<file path="src/rtl/vdp_sprite_pkg.sv">
// Shared sprite definitions: effective magnified width, base source shift and stepper states.
package vdp_sprite_pkg;

    localparam int SPRITE_BASE_SHIFT = 4;

    typedef enum logic [1:0] {
        IDLE,
        CALC,
        OUT
    } expand_state_t;

    // A magnification register of zero selects the full 256-pixel width.
    function automatic logic [8:0] effective_mgx(input logic [7:0] mgx);
        return (mgx == 8'd0) ? 9'd256 : {1'b0, mgx};
    endfunction

endpackage

</file>
<file path="src/rtl/vdp_sprite_expand_calc.sv">
// Combinational run calculator: accumulator s*M9 to screen start x and run length of sample s.
module vdp_sprite_expand_calc
    import vdp_sprite_pkg::*;
(
    input  logic [15:0] acc,
    input  logic [8:0]  m9,
    input  logic [2:0]  sh,
    output logic [7:0]  x_start,
    output logic [4:0]  x_len
);

    logic [16:0] w_minus_1;
    logic [16:0] sum_start;
    logic [16:0] sum_next;

    // Adding W-1 before the shift turns the floor into the ceiling of s*M9/W.
    assign w_minus_1 = (17'd1 << sh) - 17'd1;
    assign sum_start = {1'b0, acc} + w_minus_1;
    assign sum_next  = sum_start + {8'd0, m9};

    assign x_start = 8'(sum_start >> sh);
    assign x_len   = 5'(9'(sum_next >> sh) - 9'(sum_start >> sh));

endmodule

</file>
<file path="src/rtl/vdp_sprite_expand_stepper.sv">
// Walks the source samples of one magnified sprite line and streams (sample, x, length) beats.
// Optional build macro VDP_SPRITE_EXPAND_SKIP_ZERO_EN suppresses zero-length beats.
module vdp_sprite_expand_stepper
    import vdp_sprite_pkg::*;
(
    input  logic       clk,
    input  logic       reset_n,
    input  logic       start,
    input  logic [7:0] reg_mgx,
    input  logic [1:0] bit_shift,
    output logic       busy,
    output logic       o_valid,
    input  logic       o_ready,
    output logic [6:0] o_sample,
    output logic [7:0] o_x,
    output logic [4:0] o_len,
    output logic       o_last
);

    expand_state_t state;
    logic [8:0]  m9;
    logic [2:0]  sh;
    logic [6:0]  last_s;
    logic [6:0]  s;
    logic [15:0] acc;

    logic [15:0] acc_next;
    logic [15:0] calc_acc;
    logic [7:0]  calc_x;
    logic [4:0]  calc_len;

    // In OUT the calculator looks one sample ahead so the next beat loads on the handshake.
    assign acc_next = acc + {7'd0, m9};
    assign calc_acc = (state == OUT) ? acc_next : acc;

    vdp_sprite_expand_calc u_calc (
        .acc     (calc_acc),
        .m9      (m9),
        .sh      (sh),
        .x_start (calc_x),
        .x_len   (calc_len)
    );

    always_ff @(posedge clk or negedge reset_n) begin
        if (!reset_n) begin
            state    <= IDLE;
            m9       <= 9'd0;
            sh       <= 3'd0;
            last_s   <= 7'd0;
            s        <= 7'd0;
            acc      <= 16'd0;
            busy     <= 1'b0;
            o_valid  <= 1'b0;
            o_sample <= 7'd0;
            o_x      <= 8'd0;
            o_len    <= 5'd0;
            o_last   <= 1'b0;
        end else begin
            case (state)
                IDLE: begin
                    if (start) begin
                        m9     <= effective_mgx(reg_mgx);
                        sh     <= 3'(SPRITE_BASE_SHIFT) + {1'b0, bit_shift};
                        last_s <= 7'((8'd16 << bit_shift) - 8'd1);
                        s      <= 7'd0;
                        acc    <= 16'd0;
                        busy   <= 1'b1;
                        state  <= CALC;
                    end
                end
                CALC: begin
                    o_sample <= s;
                    o_x      <= calc_x;
                    o_len    <= calc_len;
                    o_last   <= (s == last_s);
`ifdef VDP_SPRITE_EXPAND_SKIP_ZERO_EN
                    if (calc_len == 5'd0) begin
                        s   <= s + 7'd1;
                        acc <= acc_next;
                    end else begin
                        o_valid <= 1'b1;
                        state   <= OUT;
                    end
`else
                    o_valid <= 1'b1;
                    state   <= OUT;
`endif
                end
                OUT: begin
                    if (o_ready) begin
                        if (o_last) begin
                            o_valid <= 1'b0;
                            o_last  <= 1'b0;
                            busy    <= 1'b0;
                            state   <= IDLE;
                        end else begin
                            s        <= s + 7'd1;
                            acc      <= acc_next;
                            o_sample <= s + 7'd1;
                            o_x      <= calc_x;
                            o_len    <= calc_len;
                            o_last   <= ((s + 7'd1) == last_s);
`ifdef VDP_SPRITE_EXPAND_SKIP_ZERO_EN
                            // An empty run drops back to CALC, which skips one sample per cycle.
                            if (calc_len == 5'd0) begin
                                o_valid <= 1'b0;
                                state   <= CALC;
                            end
`endif
                        end
                    end
                end
                default: state <= IDLE;
            endcase
        end
    end

endmodule
</file>
<file path="config.mk">
export PLATFORM = sky130hd
export DESIGN_NAME = vdp_sprite_expand_stepper
export DESIGN_NICKNAME = d
export VERILOG_FILES = /design/src/rtl/vdp_sprite_pkg.sv /design/src/rtl/vdp_sprite_expand_calc.sv /design/src/rtl/vdp_sprite_expand_stepper.sv
export SDC_FILE = /design/constraint.sdc
export NUM_CORES = 1
export LEC_CHECK = 0
export BUFFER_PORTS_ARGS = -buffer_cell sky130_fd_sc_hd__buf_4
export CAP_MARGIN = 20
export CORE_ASPECT_RATIO = 1.25
export CORE_MARGIN = 2
export CORE_UTILIZATION = 30
export DETAILED_ROUTE_END_ITERATION = 7
export SLEW_MARGIN = 20
export SYNTH_ARGS = -nofsm -noshare
export SYNTH_HDL_FRONTEND = slang
export SYNTH_SLANG_ARGS = --single-unit
</file>
<file path="constraint.sdc">
create_clock -name clk -period 8.4 [get_ports clk]
set_clock_uncertainty 0.2 [all_clocks]
set_input_delay 0.84 -clock clk [delete_from_list [all_inputs] [get_ports clk]]
set_output_delay 0.84 -clock clk [all_outputs]
set_load 0.02 [all_outputs]
</file>
==> impl_results.md <==
* Global-route usage over all layers at 15.2%
* Die Y at roughly 150 um
* Post-synthesis adder-cell area fraction at between 10% and 20%
* # rows at 54
* # IOs at 37
* Antenna Cells at 0
* Worst Setup End Kind: register
* Post-synthesis compound-gate area fraction at between 20% and 30%
* Synth area leader: dfrtp_1
* Final Hold Vio Count at 0
* Post-DR wirelength/cell at roughly 15 um
* H-tree levels at 3
* Reg2reg start: m9[0]
* Hold Buf Count CTS at 0
* Proportion of synthesized area in mux cells at 7.10%
* Number of synthesis warnings at 0
* Post-CTS Setup Bufs at 0
* Area share of xor/xnor cells in the synthesized design at 7.43%
* Startpoint class of the critical path: register
* Most used flip-flop cell after synthesis: dfrtp_1
* Area grow syn2layout at 14.5%
* Synth Instances at approximately 650
* Post-synth EDFFs at 0
* Hold path start: o_x[6]
* Hold Crit Depth at 2
* Ranking of synthesized cells by area: dfrtp_1, ha_1, o21ai_0
* RSZ-0062 raised after global routing: false
* GR Overflow Total at 0
* Final Critical Period at approximately 6800 ps
* Max Fclk at 0.146 GHz
* CTS tree: done
* CTS Buf Count at 9
* Asr flop ratio synth at 100%
* Router iterations before antenna repair at 4
* Post-synthesis sequential area ratio at 29.0%
* Status: completed
* Routed Antenna Nets at 0
* Largest net degree at the start of global routing at 63
* Post-synth top area share at 29.0%
* Most frequent cell after synthesis: nand2_1
* Port bufs at 36
* Via count at about 4600
* Worst Reg-to-Reg Cells at 28
* Clk Latency, worst-skew pair at approximately 340 ps
* Initial DRC count at roughly 280
* Final worst slack at about 1600 ps
* Clock Sinks at 62
* Clk buf depth at 2
* Final hold slack at around 280 ps
* Slew @ Worst Pin at 811 ps
* # nets final at ~730
* Max incr delay on CP at slightly below 500 ps
* Period utilisation layout at 81.4%
* Post_cts resized at 0
* Simple logic cell fraction of the synthesized area at around 17%
* Die X at approximately 120 um
* Post-Syn Area at 5360 sq um
* Final Max Tran Viols at 0
* Clock transition at path regs at 50 ps
* Initial Util at 30.6%
* Max-Cap Viols at 0
* Clk root buf: clkbuf_16
* Slew HR at between 40% and 50%
* First-pass GRT wire length at roughly 23000 um
* Core area at about 17000 sq um
* Worst hold path type: reg -> reg
* Avg Cell Area, Syn at about 8.3 sq um
* Crit-path max FO at 5
* Endpoints failing setup at 0
* Final WL at ~14000 um
* Critical Path Start: m9[0]
* WP data arrival at roughly 6900 ps
* RD Place Congestion at between 0.8 and 0.9
* Vias in the first global route at 4584
* CP Class: reg -> reg
* Synth unique cells at 60
* Post-route setup TNS at 0 ps
* Largest family of logic cells by synthesized area: compound AO/OA/AOI/OAI gates
* Yosys reg bits at 62
* Die area at between 15000 and 20000 sq um
* Initial antenna violation count at 0
* Syn nets at 710
* Share of cells above drive strength 1 at between 10% and 20%
* Dpl hpwl at between 10000 and 15000 um
* Post-synth top cells: nand2_1, dfrtp_1, o21ai_0
* CP max-delay cell: or3b_2
* Drt via density at 5.11
* DR DRC count at 0
* Worst EP required at around 8400 ps
* Pre-CTS setup slack at between 1500 and 2000 ps
-- sequential cells by signal, summed over array words and instances, names as in the netlist, 2 cells and up --
register / count
o_len: 5
m9: 9
state: 2
sh: 2
o_sample: 7
acc: 15
o_x: 8
last_s: 4
s: 7
-- through the flow --
step / std cells / util [%] / area [sq um]
floorplan: 647 / - / 5360
global placement: 883 / 33.5 / 5860
detailed placement: 883 / 33.5 / 5860
CTS: 898 / 35.0 / 6130
global route: 898 / 35.0 / 6130
finish: 898 / 35.0 / 6130
-- worst paths after layout --
kind	endpoint	slack (ps)
setup / recovery	o_len[4]	1560
hold reg to reg	o_x[6]	280
hold / removal	o_x[6]	280
setup reg to reg	o_len[4]	1560
min in group asynchronous	acc[10]	390
max in group asynchronous	o_x[3]	7070
-- routing by layer --
metal  up-vias  GRT usage (%)  wire length (um)
met5         -              0                 0
met4         0           6.17               184
met3        12           2.01               545
met2        89           24.6              6530
met1      2155           20.2              6290
li1       2337              -                 -
-- cell usage in the layout (no fill, tap or decap), types with 5 or more instances in the layout --
master,count
nand3_1,23
a21boi_0,5
xor2_1,13
nand2b_1,6
dfrtp_1,62
xnor2_1,28
and2_1,5
a31oi_1,5
nor2_1,48
buf_4,46
nor4_1,7
a21o_1,11
ha_1,45
nand2_1,72
o31ai_1,9
or2_2,5
mux2i_1,11
clkbuf_16,9
mux2_2,14
o211ai_1,8
mux4_2,5
a21oi_1,48
nor3_1,11
o21ai_0,58
inv_1,44
-- final cells by class --
| class | instances | area, sq um |
|---|---|---|
| inverters | 46 | 173 |
| well taps | 224 | 280 |
| flip-flops and latches | 62 | 1550 |
| multi-input cells | 505 | 3510 |
| fillers | 1841 | 11400 |
| clock inverters | 5 | 36.3 |
| clock buffers | 10 | 239 |
| repair buffers | 46 | 345 |
-- critical path, delay by kind of cell, from the launching register on --
| kind | cells | cell delay (ps) |
|---|---|---|
| fa+ha+maj | 6 | 1560 |
| compound gates | 10 | 1970 |
| flops | 1 | 400 |
| simple gates | 6 | 1550 |
| mux | 1 | 460 |
| xor+xnor | 3 | 470 |
| buf+inv | 2 | 110 |
-- kinds of logic (layout without fill, tap and decap cells) --
kind of cell	after synthesis	in the layout
AND/OR/NAND/NOR	199	199
AO/OA/AOI/OAI	184	184
buffers and inverters	80	107
flip-flops	62	62
adder cells (fa/ha/maj)	49	49
XOR/XNOR	43	43
multiplexers	30	30
Power is left out: the tool's default activity adds up to more than one toggle a clock period on the data nets, which glitch-free logic cannot reach.
